--- src/rtl/ula_pkg.sv ---
// ula_pkg: opcodes, FSM state encoding and constants shared by the ALU sequencer
package ula_pkg;

    localparam logic [2:0] OP_SOMA = 3'd0;
    localparam logic [2:0] OP_SUB  = 3'd1;
    localparam logic [2:0] OP_MULT = 3'd2;
    localparam logic [2:0] OP_DIV  = 3'd3;
    localparam logic [2:0] OP_AND  = 3'd4;
    localparam logic [2:0] OP_OR   = 3'd5;
    localparam logic [2:0] OP_XOR  = 3'd6;
    localparam logic [2:0] OP_NOT  = 3'd7;

    localparam logic [2:0] S_IDLE   = 3'd0;
    localparam logic [2:0] S_EXEC   = 3'd1;
    localparam logic [2:0] S_START  = 3'd2;
    localparam logic [2:0] S_WAIT   = 3'd3;
    localparam logic [2:0] S_RESULT = 3'd4;

    localparam logic [7:0] ERRO_DIV_RES = 8'hFF;

endpackage

--- src/rtl/ula_temporizador.sv ---
// ula_temporizador: counts cycles spent waiting on the mult/div unit and flags the last allowed one
module ula_temporizador #(
    parameter int TIMEOUT_CICLOS = 32
) (
    input  logic clk,
    input  logic rst_n,
    input  logic clear,
    input  logic enable,
    output logic terminal
);

    logic [7:0] cnt;

    // Cleared when the unit is started, advances once per waiting cycle
    always_ff @(posedge clk) begin
        if (!rst_n || clear)
            cnt <= 8'd0;
        else if (enable)
            cnt <= cnt + 8'd1;
    end

    assign terminal = enable && (cnt == 8'(TIMEOUT_CICLOS - 1));

endmodule

--- src/rtl/ula_sequenciador.sv ---
// ula_sequenciador: accepts one ALU operation, sequences it (with mult/div start/done) and returns the result
module ula_sequenciador
    import ula_pkg::*;
#(
    parameter int TIMEOUT_CICLOS = 32,
    parameter int LARGURA        = 8
) (
    input  logic               clk,
    input  logic               rst_n,
    input  logic               op_valid,
    output logic               op_ready,
    input  logic [LARGURA-1:0] op_a,
    input  logic [LARGURA-1:0] op_b,
    input  logic [2:0]         op_sel,
    output logic               res_valid,
    input  logic               res_ready,
    output logic [LARGURA-1:0] res_dado,
    output logic               res_zero,
    output logic               res_erro,
    output logic [LARGURA-1:0] ula_a,
    output logic [LARGURA-1:0] ula_b,
    output logic [2:0]         ula_sel,
    input  logic [LARGURA-1:0] ula_resultado,
    output logic               seq_start,
    input  logic               seq_done,
    output logic               ocupado
);

    logic [2:0] state;
    logic       esgotado;

    ula_temporizador #(.TIMEOUT_CICLOS(TIMEOUT_CICLOS)) u_temp (
        .clk      (clk),
        .rst_n    (rst_n),
        .clear    (state == S_START),
        .enable   (state == S_WAIT),
        .terminal (esgotado)
    );

    assign op_ready  = state == S_IDLE;
    assign res_valid = state == S_RESULT;
    assign seq_start = state == S_START;
    assign ocupado   = state != S_IDLE;

    // Operation FSM: registers operands on accept, captures the result and holds it until taken
    always_ff @(posedge clk) begin
        if (!rst_n) begin
            state    <= S_IDLE;
            ula_a    <= '0;
            ula_b    <= '0;
            ula_sel  <= '0;
            res_dado <= '0;
            res_zero <= 1'b0;
            res_erro <= 1'b0;
        end else begin
            case (state)
                S_IDLE: if (op_valid) begin
                    ula_a   <= op_a;
                    ula_b   <= op_b;
                    ula_sel <= op_sel;
                    if (op_sel == OP_DIV && op_b == '0) begin
                        res_dado <= LARGURA'(ERRO_DIV_RES);
                        res_zero <= 1'b0;
                        res_erro <= 1'b1;
                        state    <= S_RESULT;
                    end else begin
                        state <= (op_sel == OP_MULT || op_sel == OP_DIV) ? S_START : S_EXEC;
                    end
                end
                S_EXEC: begin
                    res_dado <= ula_resultado;
                    res_zero <= ula_resultado == '0;
                    res_erro <= 1'b0;
                    state    <= S_RESULT;
                end
                S_START: state <= S_WAIT;
                S_WAIT: if (seq_done) begin
                    res_dado <= ula_resultado;
                    res_zero <= ula_resultado == '0;
                    res_erro <= 1'b0;
                    state    <= S_RESULT;
                end else if (esgotado) begin
                    res_dado <= '0;
                    res_zero <= 1'b0;
                    res_erro <= 1'b1;
                    state    <= S_RESULT;
                end
                S_RESULT: if (res_ready) state <= S_IDLE;
                default: state <= S_IDLE;
            endcase
        end
    end

endmodule

--- config.mk ---
export PLATFORM = sky130hd
export DESIGN_NAME = ula_sequenciador
export DESIGN_NICKNAME = d
export VERILOG_FILES = /design/src/rtl/ula_pkg.sv /design/src/rtl/ula_temporizador.sv /design/src/rtl/ula_sequenciador.sv
export SDC_FILE = /design/constraint.sdc
export NUM_CORES = 1
export LEC_CHECK = 0
export CORE_MARGIN = 5
export CORE_UTILIZATION = 46
export CTS_BUF_LIST = sky130_fd_sc_hd__clkbuf_4
export DETAILED_ROUTE_END_ITERATION = 8
export GPL_TIMING_DRIVEN = 0
export PLACE_DENSITY = 0.79
export SLEW_MARGIN = 30
export SYNTH_ARGS = -nofsm -noshare
export SYNTH_HDL_FRONTEND = slang
export SYNTH_SLANG_ARGS = --single-unit
--- constraint.sdc ---
create_clock -name clk -period 2.2 [get_ports clk]
set_input_delay 0.22 -clock clk [delete_from_list [all_inputs] [get_ports clk]]
set_output_delay 0.22 -clock clk [all_outputs]
set_load 0.005 [all_outputs]
# Yosys cells after proc, flatten, opt, wreduce, memory -nomap -nowiden
# Index checks and enable logic that the tools add are counted.
[op_classes] addsub=1 multipliers=0 div=0 magnitude_cmp=0 n_eq_ne=11 shift=0 mux=22 bitwise_logic=0 n_reduce_logical=13
[ops] cell="$mux 8" n=4
[ops] cell="$pmux 8 s3" n=1
[ops] cell="$logic_not 8->1" n=2
[ops] cell="$mux 3" n=5
[ops] cell="$pmux 3 s5" n=1
[ops] cell="$eq 3x2->1 const B" n=4
[ops] cell="$add 8x1->8 const B" n=1
[ops] cell="$eq 8x5->1 const B" n=1
[ops] cell="$mux 1" n=8
[ops] cell="$pmux 1 s3" n=2
[ops] cell="$reduce_bool 3->1" n=2
[ops] cell="$ne 2x1->1 const B" n=2
[ops] cell="$reduce_and 4->1" n=1
[ops] cell="$eq 3x1->1 const B" n=1
[ops] cell="$eq 3x3->1 const B" n=1
[ops] cell="$logic_not 3->1" n=1
[ops] cell="$ne 3x3->1 const B" n=1
[ops] cell="$reduce_and 3->1" n=1
[ops] cell="$logic_and 1x1->1" n=2
[ops] cell="$logic_or 1x1->1" n=2
[ops] cell="$mux 2" n=1
[ops] cell="$ne 2x2->1 const B" n=1
[ops] cell="$reduce_and 2->1" n=1
[ops] cell="$logic_not 1->1" n=1
[word_totals] regBits=40 latch_bits=0 ram_bits=0 romBits=0 output_inout_bits=33 n_memories=0

# Longest topological paths before layout
[depth] word_depth=6 depth_mapped=7 depth_no_buf=5

# Cells and area by module
# From an unflattened synthesis, not the netlist that was laid out.
[hier_totals] hier_cells=200 area_unflattened_um2=1767.9
[modules_own_cells] mod="ula_sequenciador" n_inst=1 cells_each=159 area_per_inst_um2=1395.1 seq_area_each_um2=640.6
[modules_own_cells] mod="ula_temporizador" n_inst=1 cells_each=41 area_per_inst_um2=372.9 seq_area_each_um2=160.2

# Worst setup path before layout
# Ideal clock, no wire load.
[synth_path] path_type="register to register" from="register u_temp.cnt[0]" to="register res_dado[0]" setup_ns=0.072 arrival_time_ns=1.616 setup_slack_ns=0.512 path_stages_with_launch=7 path_buffers=1 synth_period_minus_slack_ns=1.688 cell_sequence="dfxtp_1 ha_1 or4b_1 o21ai_2 o221a_4 buf_12 mux2i_1"
[synth_via] elab_chain_len=4
[synth_lines] element="from (decl)" line_no="ula_temporizador.sv:12" text="logic [7:0] cnt;"
[synth_lines] element="from (signal assigned)" line_no="ula_temporizador.sv:19" text="cnt <= cnt + 8'd1;"
[synth_lines] element="$eq 8x5->1" line_no="ula_temporizador.sv:22" text="assign terminal = enable && (cnt == 8'(TIMEOUT_CICLOS - 1));"
[synth_lines] element="$logic_and 1x1->1" line_no="ula_temporizador.sv:22"
[synth_lines] element="$ne 3x3->1 (no line)"
[synth_lines] element="$reduce_and 4->1 (no line)"
[synth_lines] element="to (signal assigned)" line_no="ula_sequenciador.sv:62" text="res_dado <= LARGURA'(ERRO_DIV_RES);"
[synth_lines] element="to (signal assigned)" line_no="ula_sequenciador.sv:71" text="res_dado <= ula_resultado;"
[synth_lines] element="to (signal assigned)" line_no="ula_sequenciador.sv:78" text="res_dado <= ula_resultado;"
[synth_lines] element="to (decl)" line_no="ula_sequenciador.sv:17" text="output logic [LARGURA-1:0] res_dado,"
# No other way between the ends.
# A chain may end at the register's enable or synchronous reset.

# Worst setup path after layout
[layout_path] from="register state[2]" to="output port op_ready"
[layout_via] elab_chain_len=1
[layout_lines] element="from (decl)" line_no="ula_sequenciador.sv:29" text="logic [2:0] state;"
[layout_lines] element="from (signal assigned)" line_no="ula_sequenciador.sv:67" text="state <= (op_sel == OP_MULT || op_sel == OP_DIV) ? S_START : S_EXEC;"
[layout_lines] element="$logic_not 3->1" line_no="ula_sequenciador.sv:40" text="assign op_ready = state == S_IDLE;"
[layout_lines] element="to (decl)" line_no="ula_sequenciador.sv:11" text="output logic op_ready,"
# No other way between the ends.

==> results.toml <==
[outcome]
status = "complete, no violations"

[logic_synthesis]
synth_cell_types = 42
synthFlopType = "dfxtp_1"
synth_area_leaders = "dfxtp_1 (45%), nand2_1 (11%), a21boi_0 (8.0%)"
synth.ff_latch_count = 40
syn_area_per_cell_um2 = 8.70
yosysSeqAreaShare = 0.451
synthCells = 204
ys_warn_count = 0
synth-edff-count = 0
yosys.area.top_type = "dfxtp_1"
syn_area_um2 = 1770
synth_top_area_frac = 0.451
syn_nets = 237
async_flop_share = 0

[worst_setup_path]
worst-setup-path-type = "register to output port"
crit_required_ns = 1.98
reg2reg_slack_ns = 0.36
startpoint_type = "register"
cp-end-kind = "output port"
r2r-end = "res_dado[0]"
cp_data_arrival_time_ns = 1.70
r2r_start = "u_temp.cnt[0]"
crit_fanout = 9
r2r_cells = 6

[grt]
grt_pass1_vias = 1579
grt_overflow = 0
grt_pass1_wl_um = 7130
antenna_found_initial = 0
grt_usage = 0.172
grt_max_degree = 12

[timing]
whs_ns = 0.412
final_hold_viol_count = 0
drv_slew = 0
worst_slew_pin_slew_ns = 0.576
fin_skew_ns = 0.00403
max_freq_mhz = 520
rsz0062_at_grt = "no"
setup_viol = 0
slew_headroom = 0.613
layout_setup_ws_ns = 0.275
fin_crit_sh = 0.875
setup-tns-final_ns = 0
fin_crit_ns = 1.92

[drt]
drc = 0
drtIter0Drc = 133
drt.antenna.violating_nets = 0
wl_um = 4280
dr_total_vias = 1626
via_per_inst = 5.02
wl_per_cell_um = 13.2
firstDrtPassIters = 4

[clocking]
post_cts_buffers = 0
cts_buffers = 5
htreeDepth = 2
cts_sinks = 40
cts.path.max_buffers = 2
root_buffer = "clkbuf_4"
clk_latency_ns = 0.35
cts_resized = 0
clkTransAtPathRegs_ns = 0.11
cts_hold_buffers = 0
cts_tree = "yes"

[layout]
layout_common_cells = "clkdlybuf4s50_1 (64), nand2_1 (52), dfxtp_1 (40)"
fin_area_um2 = 2530
num-fill-cells = 341
final_common_cell = "clkdlybuf4s50_1"
fin_util = 0.686
synthToLayoutAreaGrowth_pct = 42.7
final_layout_size_suffix_gt1_frac = 0.0688
antenna_cells = 0
layout.nets = 308

[pwr]
ir_drop_uv = 544
cellPowerDensity_nw_per_um2 = 760
power_leakage_nw = 0.923

[placement]
dpl.hpwl_um = 3240
place_area_um2 = 2470
gp_congestion = 0.802
post-place-ws_ns = 0.287
portBuffers = 64

[worst_hold_path]
hp-start = "op_a[1]"
min_path_type = "input pin to register"
holdPathStages = 3
min_to = "ula_a[1]"

[floorplan]
initial_core_util = 0.481
dieArea_um2 = 5200
die_y_um = 72.1
core-area_um2 = 3690
die_x_um = 72.1
placement_rows = 22
io_pins = 65

[job]
maxCapViolations = 0
-- synthesized netlist by cell type, types with 3 or more instances --
cell	instances
o21ai_0	10
nand4_1	3
nand2b_1	3
nand2_1	52
xnor2_1	3
buf_2	4
nor2_1	10
nor3b_1	3
dfxtp_1	40
a21boi_0	19
nor4_1	3
xor2_1	3
a21oi_1	4
mux2i_1	9
clkbuf_1	4
inv_1	4
-- critical path: stages, from the launching register on --
cell	delay, ns
dfxtp_1	0.31
buf_2	0.16
nor3_2	0.27
clkdlybuf4s50_1	0.61
-- final cells by class --
| cell class | count | area [um2] | area share |
|---|---|---|---|
| flip-flops and latches | 40 | 801 | 0.316 |
| clock buffers | 7 | 52.6 | 0.0208 |
| well taps | 48 | 60.1 | 0.0237 |
| repair buffers | 64 | 641 | 0.253 |
| inverters | 4 | 15.0 | 0.00593 |
| plain buffers | 11 | 70.1 | 0.0277 |
| multi-input cells | 149 | 888 | 0.351 |
| clock inverters | 1 | 3.75 | 0.00148 |
-- worst max path at each step --
stage	startpoint	to	slack, ns
final	state[2]	op_ready	0.28
after global routing	state[2]	res_valid	0.16
after CTS	state[2]	op_ready	0.25
after detailed placement	op_sel[0]	res_dado[0]	0.29
after global placement	op_b[2]	res_dado[7]	0.28
after floorplan	u_temp.cnt[0]	res_dado[0]	0.51
-- kinds of logic after synthesis --
logic type	synth area share
AND/OR/NAND/NOR	0.236
flip-flops	0.451
XOR/XNOR	0.0296
adder cells (fa/ha/maj)	0.00705
buffers and inverters	0.0479
multiplexers	0.0571
AO/OA/AOI/OAI	0.171
-- metrics by stage --
step | power, mW | instances
floorplan | 1.21 | 204
global placement | 1.55 | 316
detailed placement | 1.56 | 316
CTS | 1.94 | 324
global route | 2.05 | 324
finish | 1.92 | 324
-- registers in the layout (all words and copies together) (netlist names) --
| name | cells |
|---|---|
| ula_a | 8 |
| res_erro | 1 |
| res_zero | 1 |
| ula_sel | 3 |
| state | 3 |
| ula_b | 8 |
| u_temp.cnt | 8 |
| res_dado | 8 |
-- per-layer routing --
layer,vias up,share of wire,global-route usage
met4,0,0.021,0.0710
met2,37,0.46,0.276
li1,836,-,-
met3,9,0.052,0.0360
met1,744,0.46,0.225
met5,-,0,0
-- power by group --
part           internal, mW  total [mW]  switching [mW]
clock                 0.148       0.386           0.238
sequential            0.820       0.869          0.0491
combinational         0.376       0.670           0.294
Power figures use the tool's default switching activity.
